<file path="src/rtl/attn_out_collector_if.sv">
// Beat stream from the attention top into the collector, and the drain stream
// from the collector to its consumer.
//   master : attention-top / consumer side (drives beats, rd_ready)
//   slave  : collector side (accepts beats, drives rd_valid/rd_addr/rd_data/drain_done)
interface attn_out_collector_if;
    logic         in_valid;
    logic [1:0]   in_row;
    logic [4:0]   in_group;
    logic [127:0] in_data;
    logic         attn_done;
    logic         rd_valid;
    logic         rd_ready;
    logic [6:0]   rd_addr;
    logic [127:0] rd_data;
    logic         drain_done;

    modport master (
        output in_valid, in_row, in_group, in_data, attn_done, rd_ready,
        input  rd_valid, rd_addr, rd_data, drain_done
    );

    modport slave (
        input  in_valid, in_row, in_group, in_data, attn_done, rd_ready,
        output rd_valid, rd_addr, rd_data, drain_done
    );
endinterface

</file>
<file path="src/rtl/attn_out_collector.sv">
// attn_out_collector: captures the 4-head attention output stream into a 128x128b
// single-port SRAM at {row, group}, tracks coverage with a written bitmap, and on
// request drains the SRAM in address order through a small credit-based FIFO.
// Ports:
//   clk, rst_n        clock, asynchronous active-low reset
//   start             begin collection (rising edge, honoured in idle only)
//   bus (slave)       in_* beat stream + attn_done; rd_* drain stream + drain_done
//   O_mem_addr/wen/din SRAM command (write in collect, read in drain)
//   O_mem_out         SRAM read data, valid READ_LAT cycles after the address
//   full              all 128 words written
//   rd_start          begin drain, honoured only when collection has finished
//   err               sticky {overrun, missing, dup}
// Optional feature: define ATTN_OUT_NAN_CHECK_EN to add nan_flag / nan_addr.
module attn_out_collector #(
    parameter int unsigned READ_LAT   = 2,
    parameter int unsigned FIFO_DEPTH = READ_LAT + 2
) (
    input  logic                  clk,
    input  logic                  rst_n,
    input  logic                  start,
    attn_out_collector_if.slave   bus,
    output logic [6:0]            O_mem_addr,
    output logic                  O_mem_wen,
    output logic [127:0]          O_mem_din,
    input  logic [127:0]          O_mem_out,
    output logic                  full,
    input  logic                  rd_start,
    output logic [2:0]            err
`ifdef ATTN_OUT_NAN_CHECK_EN
    ,
    output logic                  nan_flag,
    output logic [6:0]            nan_addr
`endif
);
    localparam int unsigned PW = (FIFO_DEPTH > 1) ? $clog2(FIFO_DEPTH) : 1;
    localparam int unsigned CW = $clog2(FIFO_DEPTH + 1);
    localparam logic [PW-1:0] PTR_LAST = PW'(FIFO_DEPTH - 1);

    typedef enum logic [1:0] {CIdle, CCollect, CFull, CDrain} state_t;

    state_t        state;
    logic          start_q;
    logic [127:0]  bitmap;
    logic [7:0]    wr_cnt;
    logic [7:0]    rd_ptr;
    logic [7:0]    pop_cnt;
    logic          full_q;
    logic          drain_done_q;
    logic [2:0]    err_q;

    // Read pipeline: one valid/address pair per outstanding SRAM read.
    logic [READ_LAT-1:0] pipe_v;
    logic [6:0]          pipe_a [READ_LAT];

    logic [6:0]    fifo_a [FIFO_DEPTH];
    logic [127:0]  fifo_d [FIFO_DEPTH];
    logic [PW-1:0] wptr;
    logic [PW-1:0] rptr;
    logic [CW-1:0] fifo_cnt;

    logic          start_edge;
    logic [6:0]    wr_addr;
    logic          beat;
    logic          bit_set;
    logic [7:0]    cnt_after;
    logic [31:0]   occupancy;
    logic          issue;
    logic          push;
    logic          pop;

    function automatic logic [PW-1:0] ptr_inc(input logic [PW-1:0] p);
        return (p == PTR_LAST) ? '0 : p + 1'b1;
    endfunction

    assign start_edge = start & ~start_q;
    assign wr_addr    = {bus.in_row, bus.in_group};
    assign beat       = (state == CCollect) && bus.in_valid;
    assign bit_set    = bitmap[wr_addr];
    assign cnt_after  = wr_cnt + {7'd0, beat & ~bit_set};

    // Credits: FIFO slots are reserved at issue time so returning data always fits.
    always_comb begin
        occupancy = 32'(fifo_cnt);
        for (int unsigned i = 0; i < READ_LAT; i++) begin
            occupancy = occupancy + 32'(pipe_v[i]);
        end
    end

    assign issue = (state == CDrain) && !rd_ptr[7] && (occupancy < FIFO_DEPTH);
    assign push  = pipe_v[READ_LAT-1];
    assign pop   = (fifo_cnt != '0) && bus.rd_ready;

    assign O_mem_wen  = beat;
    assign O_mem_addr = beat ? wr_addr : (issue ? rd_ptr[6:0] : 7'd0);
    assign O_mem_din  = beat ? bus.in_data : 128'd0;

    assign bus.rd_valid   = (fifo_cnt != '0);
    assign bus.rd_addr    = fifo_a[rptr];
    assign bus.rd_data    = fifo_d[rptr];
    assign bus.drain_done = drain_done_q;
    assign full           = full_q;
    assign err            = err_q;

`ifdef ATTN_OUT_NAN_CHECK_EN
    logic       nan_flag_q;
    logic [6:0] nan_addr_q;
    logic       beat_nan;

    // fp32 NaN: exponent all ones with a non-zero mantissa.
    always_comb begin
        beat_nan = 1'b0;
        for (int l = 0; l < 4; l++) begin
            if (bus.in_data[32*l+23 +: 8] == 8'hFF && bus.in_data[32*l +: 23] != 23'd0) begin
                beat_nan = 1'b1;
            end
        end
    end

    assign nan_flag = nan_flag_q;
    assign nan_addr = nan_addr_q;
`endif

    always_ff @(posedge clk or negedge rst_n) begin
        if (!rst_n) begin
            state        <= CIdle;
            start_q      <= 1'b0;
            bitmap       <= '0;
            wr_cnt       <= '0;
            rd_ptr       <= '0;
            pop_cnt      <= '0;
            full_q       <= 1'b0;
            drain_done_q <= 1'b0;
            err_q        <= '0;
            pipe_v       <= '0;
            for (int unsigned i = 0; i < READ_LAT; i++) pipe_a[i] <= '0;
            for (int unsigned i = 0; i < FIFO_DEPTH; i++) begin
                fifo_a[i] <= '0;
                fifo_d[i] <= '0;
            end
            wptr         <= '0;
            rptr         <= '0;
            fifo_cnt     <= '0;
`ifdef ATTN_OUT_NAN_CHECK_EN
            nan_flag_q   <= 1'b0;
            nan_addr_q   <= '0;
`endif
        end else begin
            start_q      <= start;
            drain_done_q <= 1'b0;

            for (int unsigned i = READ_LAT - 1; i > 0; i--) begin
                pipe_v[i] <= pipe_v[i-1];
                pipe_a[i] <= pipe_a[i-1];
            end
            pipe_v[0] <= issue;
            pipe_a[0] <= rd_ptr[6:0];

            if (push) begin
                fifo_a[wptr] <= pipe_a[READ_LAT-1];
                fifo_d[wptr] <= O_mem_out;
                wptr         <= ptr_inc(wptr);
            end
            if (pop) rptr <= ptr_inc(rptr);
            case ({push, pop})
                2'b10:   fifo_cnt <= fifo_cnt + 1'b1;
                2'b01:   fifo_cnt <= fifo_cnt - 1'b1;
                default: fifo_cnt <= fifo_cnt;
            endcase

            case (state)
                CIdle: begin
                    if (start_edge) begin
                        state      <= CCollect;
                        bitmap     <= '0;
                        wr_cnt     <= '0;
                        err_q      <= '0;
`ifdef ATTN_OUT_NAN_CHECK_EN
                        nan_flag_q <= 1'b0;
                        nan_addr_q <= '0;
`endif
                    end
                end
                CCollect: begin
                    if (beat) begin
                        bitmap[wr_addr] <= 1'b1;
                        wr_cnt          <= cnt_after;
                        if (bit_set) err_q[0] <= 1'b1;
`ifdef ATTN_OUT_NAN_CHECK_EN
                        if (beat_nan && !nan_flag_q) begin
                            nan_flag_q <= 1'b1;
                            nan_addr_q <= wr_addr;
                        end
`endif
                    end
                    // The beat arriving with attn_done still counts toward completion.
                    if (cnt_after == 8'd128 || bus.attn_done) begin
                        state  <= CFull;
                        full_q <= (cnt_after == 8'd128);
                        if (cnt_after != 8'd128) err_q[1] <= 1'b1;
                    end
                end
                CFull: begin
                    if (rd_start) begin
                        state   <= CDrain;
                        full_q  <= 1'b0;
                        rd_ptr  <= '0;
                        pop_cnt <= '0;
                    end
                end
                CDrain: begin
                    if (issue) rd_ptr <= rd_ptr + 1'b1;
                    if (pop) begin
                        pop_cnt <= pop_cnt + 1'b1;
                        if (pop_cnt == 8'd127) begin
                            drain_done_q <= 1'b1;
                            bitmap       <= '0;
                            state        <= CIdle;
                        end
                    end
                end
                default: state <= CIdle;
            endcase

            if (bus.in_valid && state != CCollect) err_q[2] <= 1'b1;
        end
    end
endmodule
</file>
<file path="src/flat_wrapper.sv">
// flat-port wrapper written by rule: the top's interface ports become plain ports
module attn_out_collector_flat 
#(
    parameter int unsigned READ_LAT   = 2,
    parameter int unsigned FIFO_DEPTH = READ_LAT + 2
)
  (clk, rst_n, start, O_mem_addr, O_mem_wen, O_mem_din, O_mem_out, full, rd_start, err, bus_in_valid, bus_in_row, bus_in_group, bus_in_data, bus_attn_done, bus_rd_ready, bus_rd_valid, bus_rd_addr, bus_rd_data, bus_drain_done);
  attn_out_collector_if bus_i ();
  input  logic clk;
  input  logic rst_n;
  input  logic start;
  output logic [6:0] O_mem_addr;
  output logic O_mem_wen;
  output logic [127:0] O_mem_din;
  input  logic [127:0] O_mem_out;
  output logic full;
  input  logic rd_start;
  output logic [2:0] err;
  input wire logic [$bits(bus_i.in_valid)-1:0] bus_in_valid;
  input wire logic [$bits(bus_i.in_row)-1:0] bus_in_row;
  input wire logic [$bits(bus_i.in_group)-1:0] bus_in_group;
  input wire logic [$bits(bus_i.in_data)-1:0] bus_in_data;
  input wire logic [$bits(bus_i.attn_done)-1:0] bus_attn_done;
  input wire logic [$bits(bus_i.rd_ready)-1:0] bus_rd_ready;
  output wire logic [$bits(bus_i.rd_valid)-1:0] bus_rd_valid;
  output wire logic [$bits(bus_i.rd_addr)-1:0] bus_rd_addr;
  output wire logic [$bits(bus_i.rd_data)-1:0] bus_rd_data;
  output wire logic [$bits(bus_i.drain_done)-1:0] bus_drain_done;
  assign bus_i.in_valid = bus_in_valid;
  assign bus_i.in_row = bus_in_row;
  assign bus_i.in_group = bus_in_group;
  assign bus_i.in_data = bus_in_data;
  assign bus_i.attn_done = bus_attn_done;
  assign bus_i.rd_ready = bus_rd_ready;
  assign bus_rd_valid = bus_i.rd_valid;
  assign bus_rd_addr = bus_i.rd_addr;
  assign bus_rd_data = bus_i.rd_data;
  assign bus_drain_done = bus_i.drain_done;
  attn_out_collector #(.READ_LAT(READ_LAT), .FIFO_DEPTH(FIFO_DEPTH)) u_core (.clk(clk), .rst_n(rst_n), .start(start), .bus(bus_i), .O_mem_addr(O_mem_addr), .O_mem_wen(O_mem_wen), .O_mem_din(O_mem_din), .O_mem_out(O_mem_out), .full(full), .rd_start(rd_start), .err(err));
endmodule
</file>
<file path="config.mk">
export PLATFORM = sky130hd
export DESIGN_NAME = attn_out_collector_flat
export DESIGN_NICKNAME = d
export VERILOG_FILES = /design/src/rtl/attn_out_collector_if.sv /design/src/rtl/attn_out_collector.sv /design/src/flat_wrapper.sv
export SDC_FILE = /design/constraint.sdc
export NUM_CORES = 1
export LEC_CHECK = 0
export BUFFER_PORTS_ARGS = -buffer_cell sky130_fd_sc_hd__buf_4
export CAP_MARGIN = 40
export CORE_MARGIN = 10
export CORE_UTILIZATION = 35
export CTS_CLUSTER_DIAMETER = 60
export DETAILED_ROUTE_END_ITERATION = 8
export SKIP_CTS_REPAIR_TIMING = 1
export SLEW_MARGIN = 5
export SYNTH_ARGS = -nofsm -noshare
export SYNTH_HDL_FRONTEND = slang
export SYNTH_SLANG_ARGS = --single-unit
</file>
<file path="constraint.sdc">
create_clock -name clk -period 3.4 [get_ports clk]
set_input_delay 0.17 -clock clk [delete_from_list [all_inputs] [get_ports clk]]
set_output_delay 0.17 -clock clk [all_outputs]
set_load 0.01 [all_outputs]
</file>
==> metrics.md, run 1 <==
| Metric | Value |
|---|---|
| Met1 usage | 0.206 |
| Post-synth EDFFs | 0 |
| Synth-to-Final Area Change | 31.7% |
| Seq/Total Area, Yosys | 0.554 |
| Ys async rst share | 1.00 |
| Top cells by count, synth | dfrtp_1, mux2_2, nor2_1, mux4_2, a21oi_1 |
| YS warnings | 0 |
| FMAX | 0.311 GHz |
| Kind of critical path | reg -> reg |
| Worst-path clk slew | 0.06 ns |
| Routed WL per cell | 21.9 um |
| Endpoints failing setup | 0 |
| Overall Power | 38.6 mW |
| Worst Setup End Kind | flop |
| Worst path required time | 3.91 ns |
| Worst Skew | 0.0179 ns |
| Slew Limit Fails | 0 |
| Starting Density | 0.355 |
| Worst-skew pair later-pin latency | 0.63 ns |
| Row count | 111 |
| Number of placed cells counting well taps | 4,062 |
| Final WS setup | 0.180 ns |
| Leak | 19.7 nW |
| Ys flop type | dfrtp_1 |
| Placer Congestion | 0.877 |
| Post-route setup TNS | 0 ns |
| Avg Cell Area, Syn | 13.9 um2 |
| Yosys cell types | 61 |
| Critical Path, Cell by Cell | mux2i_1 -> a22oi_1 -> a21oi_1 -> o41ai_2 -> buf_4 -> nand3_4 -> o21a_4 -> ha_2 -> buf_4 -> nand3_1 -> mux2i_1 -> a31o_1 -> a21oi_2 -> a211oi_2 -> mux2_1 |
| H-tree depth | 3 |
| Clock Sink Count | 723 |
| Final ANT Viol Nets | 0 |
| Post-route cell area | 0.0430 mm2 |
| Fin. Hold Viols | 0 |
| Netlist Area Pre-Place | 0.0327 mm2 |
| CP max-delay cell | o41ai_2 |
| HP Class | in -> reg |
| P per Cell Area | 896 mW/mm2 |
| 1st-pass router iterations | 7 |
| Via Count | 22,400 |
| Layout cells sized above 1 | 0.483 |
| Vias per cell | 5.14 |
| Rel. slew slack | 0.327 |
| Initial antenna violation count | 4 |
| #FFs+latches synth | 723 |
| Dominant cell type by area after synthesis | dfrtp_1 |
| Detailed Place HPWL | 65,300 um |
| Final nets | 3,328 |
| Placed cell area | 0.0386 mm2 |
| Crit Path Max Fanout | 4 |
| Area contributors post-synth | dfrtp_1, mux2_2, mux4_2 |
| Ratio of final minimum period to clock period | 0.947 |
| Synth top area share | 0.554 |
| Post-route insts no fill | 4,355 |
| Routed wire length | 95,500 um |
| Post-layout min period | 3.22 ns |
| Status | finished clean |
| DRT iter0 DRCs | 1,251 |
| Residual DRC | 0 |
| GRT Residual Overflow | 0 |
| Die Area | 0.106 mm2 |
| Synthesized net count | 2,632 |
| GR Util met3 | 0.0439 |
| Peak supply drop | 0.000624 V |
| Slew @ Worst Pin | 1.01 ns |
| Worst Path Arrival | 3.73 ns |
| Largest net degree at the start of global routing | 136 |
| Mapped Cells | 2,345 |
| Startpoint types | flop |
| Root buf cell | clkbuf_16 |
| Die Ht | 326 um |
| RSZ-0062 raised after global routing | false |
| MaxCap Viol Count | 0 |
| PortBufs | 546 |
| Core Area | 0.0921 mm2 |
| Global-route wire length before repair | 146,000 um |
| GR Util All Layers | 0.174 |
| Total CTS buffers | 86 |
| GR Util met2 | 0.305 |
| Top-Level Pins | 547 |
| Hold Slack | 0.00398 ns |
| Number of global-route vias before repair | 24,300 |
| GRT busiest layer | met2 |
| Cell with the most instances after synthesis | dfrtp_1 |
| Worst slack, placed | -0.469 ns |
| Clock Tree Buf Depth | 3 |
| Critical path's largest stage delay | 0.42 ns |
| Final design utilization | 0.467 |
| Die X | 326 um |
| TritonCTS clock tree | done |
==> routing by layer <==
layer | share of wire | routed length, um | vias to the layer above
met2 | 0.51 | 48800 | 641
met4 | 0.028 | 2700 | 2
met3 | 0.053 | 5090 | 164
li1 | - | - | 9977
met5 | 0.00014 | 13 | -
met1 | 0.41 | 38900 | 11600
==> cell type report <==
type / count / area [um2]
clock inverter: 36 / 473
tap: 1243 / 1560
timing repair buffer: 775 / 6440
antenna: 2 / 5.00
inverter: 16 / 60.1
fill: 8056 / 49100
sequential: 723 / 18100
multi-input combinational: 1439 / 13900
clock buffer: 121 / 2500
==> report_power, final <==
group / total, mW / internal, mW / switching (mW) / leakage (nW)
registers: 13.9 / 12.0 / 1.82 / 8.88
clock network: 9.53 / 5.84 / 3.69 / 1.45
logic: 15.2 / 8.33 / 6.84 / 9.32
==> sequential cells by signal (all words and copies together), names as in the netlist, 3 cells and up <==
signal and cells:
u_core.wr_cnt 8, u_core.fifo_cnt 3, u_core.pipe_a 14, u_core.fifo_d 512, u_core.rd_ptr 8, u_core.err 3
u_core.bitmap 128, u_core.fifo_a 28, u_core.pop_cnt 8
==> critical path: cells and delay by family (launching register included) <==
family                   cells  cell delay (ns)
AO/OA/AOI/OAI                7             1.44
multiplexers                 3             0.62
flip-flops                   1             0.35
buffers and inverters        2             0.33
AND/OR/NAND/NOR              2             0.18
adder cells (fa/ha/maj)      1             0.18
==> final timing paths <==
| kind | cells after the start | endpoint | startpoint | slack (ns) |
|---|---|---|---|---|
| max | 15 | u_core.state[1]$_DFFE_PN0P_ | u_core.bitmap[44]$_DFFE_PN0P_ | 0.18 |
| min | 5 | u_core.pop_cnt[1]$_DFFE_PN0P_ | rd_start | 0.004 |
| max reg2reg | 15 | u_core.state[1]$_DFFE_PN0P_ | u_core.bitmap[44]$_DFFE_PN0P_ | 0.18 |
| min reg2reg | 0 | u_core.pipe_v[1]$_DFF_PN0_ | u_core.pipe_v[0]$_DFF_PN0_ | 0.39 |
| max in group asynchronous | 4 | u_core.fifo_d[391]$_DFFE_PN0P_ | rst_n | 2.06 |
| min in group asynchronous | 2 | u_core.fifo_d[128]$_DFFE_PN0P_ | rst_n | 0.22 |
==> cell usage in the layout (no fill, tap or decap), types with 4 or more instances in the layout <==
cell	synthesis	layout
a21oi_1	140	139
a22oi_1	18	18
a31oi_1	11	11
and3_1	133	132
buf_12	0	23
buf_4	3	618
bufinv_16	0	9
clkbuf_1	122	17
clkbuf_16	0	89
clkbuf_8	0	15
clkinv_2	0	9
clkinv_4	0	4
clkinvlp_4	0	4
dfrtp_1	723	721
dlygate4sd3_1	0	132
ha_1	16	13
inv_1	13	13
inv_6	0	8
mux2_2	542	541
mux2i_1	57	57
mux4_2	141	141
nand2_1	61	56
nand2_4	0	4
nand2b_1	12	12
nand3_1	18	17
nand4_1	6	6
nor2_1	161	161
nor2_4	4	4
nor2b_1	9	9
nor3_1	9	8
nor3_4	5	5
o21ai_0	26	26
o21ai_1	11	11
o31ai_1	4	4
or3_1	4	4
xnor2_1	4	4
xor2_1	8	8
==> kinds of logic after synthesis <==
logic type,Yosys count,synth area share
muxes,741,0.302
DFF,723,0.554
adders and majority gates,17,0.00674
AOI/OAI and AO/OA,236,0.0421
and+or+nand+nor,433,0.0679
xor gates and xnor gates,12,0.00322
buffers and inverters,183,0.0243
(Power assumes the default switching activity.)
==> run 2: changes to the inputs <==
==> constraint.sdc (replaced) <==
create_clock -name clk -period 3.15 [get_ports clk]
set_input_delay 0.1575 -clock clk [delete_from_list [all_inputs] [get_ports clk]]
set_output_delay 0.1575 -clock clk [all_outputs]
set_load 0.01 [all_outputs]
==> metrics.md, run 2 (synthesis results as in run 1) <==
| Metric | Value |
|---|---|
| FMAX | 0.295 GHz |
| Row count | 111 |
| GR Util All Layers | 0.174 |
| Max FFs per register | 512 |
| Die Ht | 326 um |
| TritonCTS clock tree | done |
| Commonest non-fill, non-tap cell in the layout | dfrtp_1 |
| Slew Limit Fails | 0 |
| Top-Level Pins | 547 |
| Via Count | 22,500 |
| RSZ-0062 raised after global routing | true |
| Number of fill cells in the layout | 8,014 |
| Slew @ Worst Pin | 1.03 ns |
| Global-route wire length before repair | 147,000 um |
| Clock Tree Buf Depth | 3 |
| Leak | 19.8 nW |
| Worst path required time | 3.67 ns |
| Initial antenna violation count | 3 |
| Routed wire length | 95,400 um |
| Total CTS buffers | 89 |
| Startpoint types | flop |
| Synth-to-Final Area Change | 32.5% |
| Failing checks | setup timing |
| Post-route cell area | 0.0433 mm2 |
| DRT iter0 DRCs | 1,303 |
| Crit Path Max Fanout | 4 |
| Worst Setup End Kind | flop |
| Final WS setup | -0.235 ns |
| GRT Residual Overflow | 0 |
| Die X | 326 um |
| Number of placed cells counting well taps | 4,077 |
| Peak supply drop | 0.000725 V |
| Root buf cell | clkbuf_16 |
| Residual DRC | 0 |
| Core Area | 0.0921 mm2 |
| PortBufs | 546 |
| MaxCap Viol Count | 0 |
| Number of global-route vias before repair | 24,400 |
| Worst Skew | 0.0186 ns |
| Post-layout min period | 3.39 ns |
| Kind of critical path | reg -> reg |
| Largest net degree at the start of global routing | 137 |
| Registers with the most flip-flops | u_core.fifo_d: 512 flops, u_core.bitmap: 128 flops, u_core.fifo_a: 28 flops |
| 1st-pass router iterations | 5 |
| Post-route insts no fill | 4,376 |
| Final nets | 3,347 |
| Rel. slew slack | 0.313 |
| Starting Density | 0.355 |
| Vias per cell | 5.14 |
| Detailed Place HPWL | 65,500 um |
| HP Class | in -> reg |
| Worst-skew pair later-pin latency | 0.64 ns |
| Final ANT Viol Nets | 0 |
| Commonest cells after routing, fill and taps aside | dfrtp_1, buf_4, mux2_2 |
| Placer Congestion | 0.876 |
| Worst-path clk slew | 0.06 ns |
| Layout cells sized above 1 | 0.488 |
| Register name with the most flops | u_core.fifo_d |
| Endpoints failing setup | 2 |
| Worst Path Arrival | 3.91 ns |
| Post-route setup TNS | -0.453 ns |
| H-tree depth | 3 |
| P per Cell Area | 969 mW/mm2 |
| Status | finished, violations left |
| Routed WL per cell | 21.8 um |
| Clock Sink Count | 723 |
| Fin. Hold Viols | 0 |
| Placed cell area | 0.0388 mm2 |
| Die Area | 0.106 mm2 |
| Ratio of final minimum period to clock period | 1.07 |
-- run 2: cell count changes in the layout (fill, tap and decap cells not counted), sizes merged --
cell    before  now
buf        643  659
diode        2    3
inv         26   27
clkbuf     121  122
clkinv      13   15
-- run 2: final timing paths --
check,start,cells after the start,end,slack (ns)
max,u_core.bitmap[118]$_DFFE_PN0P_,14,u_core.state[1]$_DFFE_PN0P_,-0.24
min,bus_in_group[0],3,u_core.bitmap[117]$_DFFE_PN0P_,0.03
max reg2reg,u_core.bitmap[118]$_DFFE_PN0P_,14,u_core.state[1]$_DFFE_PN0P_,-0.24
min reg2reg,u_core.pipe_a[13]$_DFF_PN0_,0,u_core.pipe_a[6]$_DFF_PN0_,0.35
max in group asynchronous,rst_n,3,u_core.fifo_d[12]$_DFFE_PN0P_,1.92
min in group asynchronous,rst_n,2,u_core.bitmap[68]$_DFFE_PN0P_,0.11
-- run 2: area by class of cell --
type                    instances  area (um2)  share of cell area
diodes                          3        7.51            0.000173
clock buffers                 122        2510              0.0581
clock inverters                39         531              0.0123
inverters                      16        60.1             0.00139
multi-input cells            1439       13900               0.322
flip-flops and latches        723       18100               0.418
well taps                    1243        1560              0.0359
repair buffers                791        6590               0.152
-- run 2: critical path: stages, from the launching register on --
cell      delay (ns)
dfrtp_1         0.39
mux4_2          0.48
mux2_4          0.28
nand2_2         0.08
nand4_1         0.09
nand2_2         0.12
o21a_4          0.17
ha_4            0.15
buf_6           0.10
nand4_1         0.17
xnor2_2         0.20
a211oi_2        0.29
a21oi_2         0.11
a211oi_2        0.31
mux2_4          0.33
-- run 2: per-layer routing --
layer,GRT usage,up-vias,share of wire
li1,-,10000,-
met1,0.211,11700,0.41
met2,0.305,596,0.51
met3,0.0433,132,0.054
met4,0.0419,2,0.021
met5,0,-,0.00014
-- run 2: where the power goes --
| part | total (mW) | switching, mW | internal [mW] |
|---|---|---|---|
| combinational | 16.4 | 7.38 | 9.03 |
| clock | 10.5 | 4.12 | 6.38 |
| sequential | 15.0 | 2.01 | 13.0 |
| total | 41.9 | 13.5 | 28.4 |
-- run 2: stage by stage --
stage | util | power [mW] | worst slack, ns | hold slack, ns
5_1_grt | 0.470 | 44.3 | -0.409 | 0.00915
3_5_place_dp | 0.421 | 31.7 | -0.643 | 0.271
2_1_floorplan | - | 24.6 | 0.0126 | -0.138
6_report | 0.470 | 41.9 | -0.235 | 0.0295
4_1_cts | 0.454 | 42.4 | -0.478 | -0.428
3_3_place_gp | 0.421 | 30.8 | -0.573 | 0.268
==> run 3: changes to the inputs <==
--- a/config.mk
+++ b/config.mk
@@ -5,8 +5,10 @@
 export SDC_FILE = /design/constraint.sdc
 export NUM_CORES = 1
 export LEC_CHECK = 0
+export ABC_AREA = 1
 export BUFFER_PORTS_ARGS = -buffer_cell sky130_fd_sc_hd__buf_4
 export CAP_MARGIN = 40
+export CORE_ASPECT_RATIO = 1.5
 export CORE_MARGIN = 10
 export CORE_UTILIZATION = 35
 export CTS_CLUSTER_DIAMETER = 60
==> metrics.md, run 3 <==
| Metric | Value |
|---|---|
| Status | finished clean |
| Dominant cell type by area after synthesis | dfrtp_1 |
| HP Class | in -> reg |
| Int Pwr | 25.2 mW |
| Area contributors post-synth | dfrtp_1, o21ai_0, nand2_1 |
| Overall Power | 41.1 mW |
| Final design utilization | 0.458 |
| Worst Setup End Kind | flop |
| Worst-skew pair later-pin latency | 0.65 ns |
| Rel. slew slack | 0.369 |
| Mapped Cells | 4,065 |
| GR Util All Layers | 0.192 |
| Post-route setup TNS | 0 ns |
| GRT Residual Overflow | 0 |
| Die X | 272 um |
| Worst r2r src | u_core.bitmap[35]$_DFFE_PN0P_ |
| Max FFs per register | 512 |
| Top cells by count, synth | nand2_1, o21ai_0, dfrtp_1, nor2_1, inv_1 |
| Routed wire length | 107,000 um |
| Gate power share | 0.406 |
| DRT iter0 DRCs | 2,154 |
| Avg Cell Area, Syn | 8.18 um2 |
| Yosys cell types | 41 |
| Largest net degree at the start of global routing | 157 |
| #FFs+latches synth | 723 |
| ANT cells | 0 |
| Initial antenna violation count | 2 |
| Leak | 21.4 nW |
| Routed WL per cell | 17.8 um |
| Global-route wire length before repair | 167,000 um |
| Worst Skew | 0.0187 ns |
| Startpoint types | flop |
| Endpoints failing setup | 0 |
| Vias per cell | 4.91 |
| Total CTS buffers | 77 |
| Slew @ Worst Pin | 0.947 ns |
| Ys async rst share | 1.00 |
| Post-layout min period | 2.90 ns |
| Ratio of final minimum period to clock period | 0.922 |
| Residual DRC | 0 |
| Layout cells sized above 1 | 0.192 |
| RSZ-0062 raised after global routing | false |
| Kind of critical path | reg -> reg |
| Final nets | 4,949 |
| Crit Path Max Fanout | 4 |
| Clock Sink Count | 723 |
| P per Cell Area | 953 mW/mm2 |
| Final ANT Viol Nets | 0 |
| Synth top area share | 0.544 |
| Clock Tree Buf Depth | 3 |
| Slew Limit Fails | 0 |
| Number of global-route vias before repair | 29,000 |
| Clk pwr share | 0.235 |
| Placer Congestion | 0.864 |
| Row count | 138 |
| Core Area | 0.0943 mm2 |
| HP Start | bus_in_group[2] |
| P_sw | 15.9 mW |
| Worst path required time | 3.67 ns |
| Peak supply drop | 0.000665 V |
| PortBufs | 546 |
| Worst-path clk slew | 0.06 ns |
| Worst Path Arrival | 3.43 ns |
| Ys flop type | dfrtp_1 |
| Commonest non-fill, non-tap cell in the layout | nand2_1 |
| Starting Density | 0.353 |
| Die Area | 0.108 mm2 |
| Hold Slack | 0.0616 ns |
| Cell with the most instances after synthesis | nand2_1 |
| Synthesized net count | 4,352 |
| Post-synth EDFFs | 0 |
| Top-Level Pins | 547 |
| Root buf cell | clkbuf_16 |
| YS warnings | 0 |
| MaxCap Viol Count | 0 |
| Reg power frac | 0.360 |
| Switching share of power | 0.387 |
| Registers with the most flip-flops | u_core.fifo_d: 512 flops, u_core.bitmap: 128 flops, u_core.fifo_a: 28 flops |
| Via Count | 29,400 |
| FMAX | 0.344 GHz |
| H-tree depth | 3 |
| Register name with the most flops | u_core.fifo_d |
| Netlist Area Pre-Place | 0.0333 mm2 |
| Fin. Hold Viols | 0 |
| Commonest cells after routing, fill and taps aside | nand2_1, o21ai_0, dfrtp_1 |
| Seq/Total Area, Yosys | 0.544 |
| TritonCTS clock tree | done |
| Detailed Place HPWL | 70,900 um |
| 1st-pass router iterations | 6 |
| Synth-to-Final Area Change | 29.8% |
| Die Ht | 398 um |
| Crit path from | u_core.bitmap[35]$_DFFE_PN0P_ |
-- run 3: path summary, 6_finish.rpt --
check	end	slack, ns	cells after the start
min in group asynchronous	u_core.fifo_d[372]$_DFFE_PN0P_	0.13	2
max in group asynchronous	u_core.fifo_d[284]$_DFFE_PN0P_	2.02	3
worst min-delay path	u_core.bitmap[126]$_DFFE_PN0P_	0.06	6
worst max-delay path	u_core.state[1]$_DFFE_PN0P_	0.25	22
worst max register to register	u_core.state[1]$_DFFE_PN0P_	0.25	22
worst min register to register	u_core.pipe_a[5]$_DFF_PN0_	0.34	0
-- run 3: cell families (layout without fill, tap and decap cells) --
kind of cell / Yosys count / in the layout / synth area share
flops: 723 / 723 / 0.544
compound gates: 1149 / 1149 / 0.187
xor+xnor: 8 / 8 / 0.00211
simple gates: 1453 / 1453 / 0.175
fa+ha+maj: 17 / 17 / 0.00662
buf+inv: 715 / 1373 / 0.0857
-- run 3: per-layer routing --
metal  vias up  GRT usage  part of all wire
li1      14300          -                 -
met1     14100      0.243              0.43
met2       848      0.318              0.48
met3       149     0.0489             0.065
met4         4     0.0565             0.026
met5         -          0           0.00034
-- run 3: layout make-up --
cell class	count	area, um2
timing repair buffer	783	6690
fill	9275	51100
clock buffer	105	2300
clock inverter	35	425
tap	1260	1580
multi-input combinational	2627	12400
inverter	450	1700
sequential	723	18100
-- run 3: power by group through the flow --
| stage | Clock (mW) | Combinational, mW | Sequential [mW] |
|---|---|---|---|
| after global placement | 0 | 16.6 | 14.8 |
| after global routing | 10.3 | 18.8 | 15.2 |
| after detailed placement | 0 | 16.8 | 14.9 |
| after floorplan | 0 | 9.79 | 14.4 |
| final | 9.66 | 16.7 | 14.8 |
| after CTS | 9.95 | 16.8 | 14.8 |
-- run 3: worst max-delay path: stages (launching register included) --
cell and delay [ns]:
dfrtp_1 0.38, inv_1 0.10, nand2_1 0.06, nand3_1 0.08, nand2_1 0.05, o21ai_1 0.18, nand2_1 0.12, nor2_1 0.11
nor2_1 0.04, nor2_1 0.13, nand2_2 0.12, nor2_2 0.13, ha_1 0.21, nand3_2 0.11, nor2_2 0.14, nand3_1 0.09
xor2_1 0.16, nor2_1 0.14, nand3_1 0.10, nand2_2 0.10, nand3_2 0.10, nor2_1 0.10, a21oi_1 0.05
-- run 3: metrics by stage --
stage	setup WS [ns]	instances	cell area [um2]
4_1_cts	-0.00260	5850	41800
6_report	0.247	5983	43200
5_1_grt	0.00434	5983	43200
3_3_place_gp	-0.0300	5710	39100
2_1_floorplan	0.422	4065	33300
3_5_place_dp	-0.0879	5710	39100
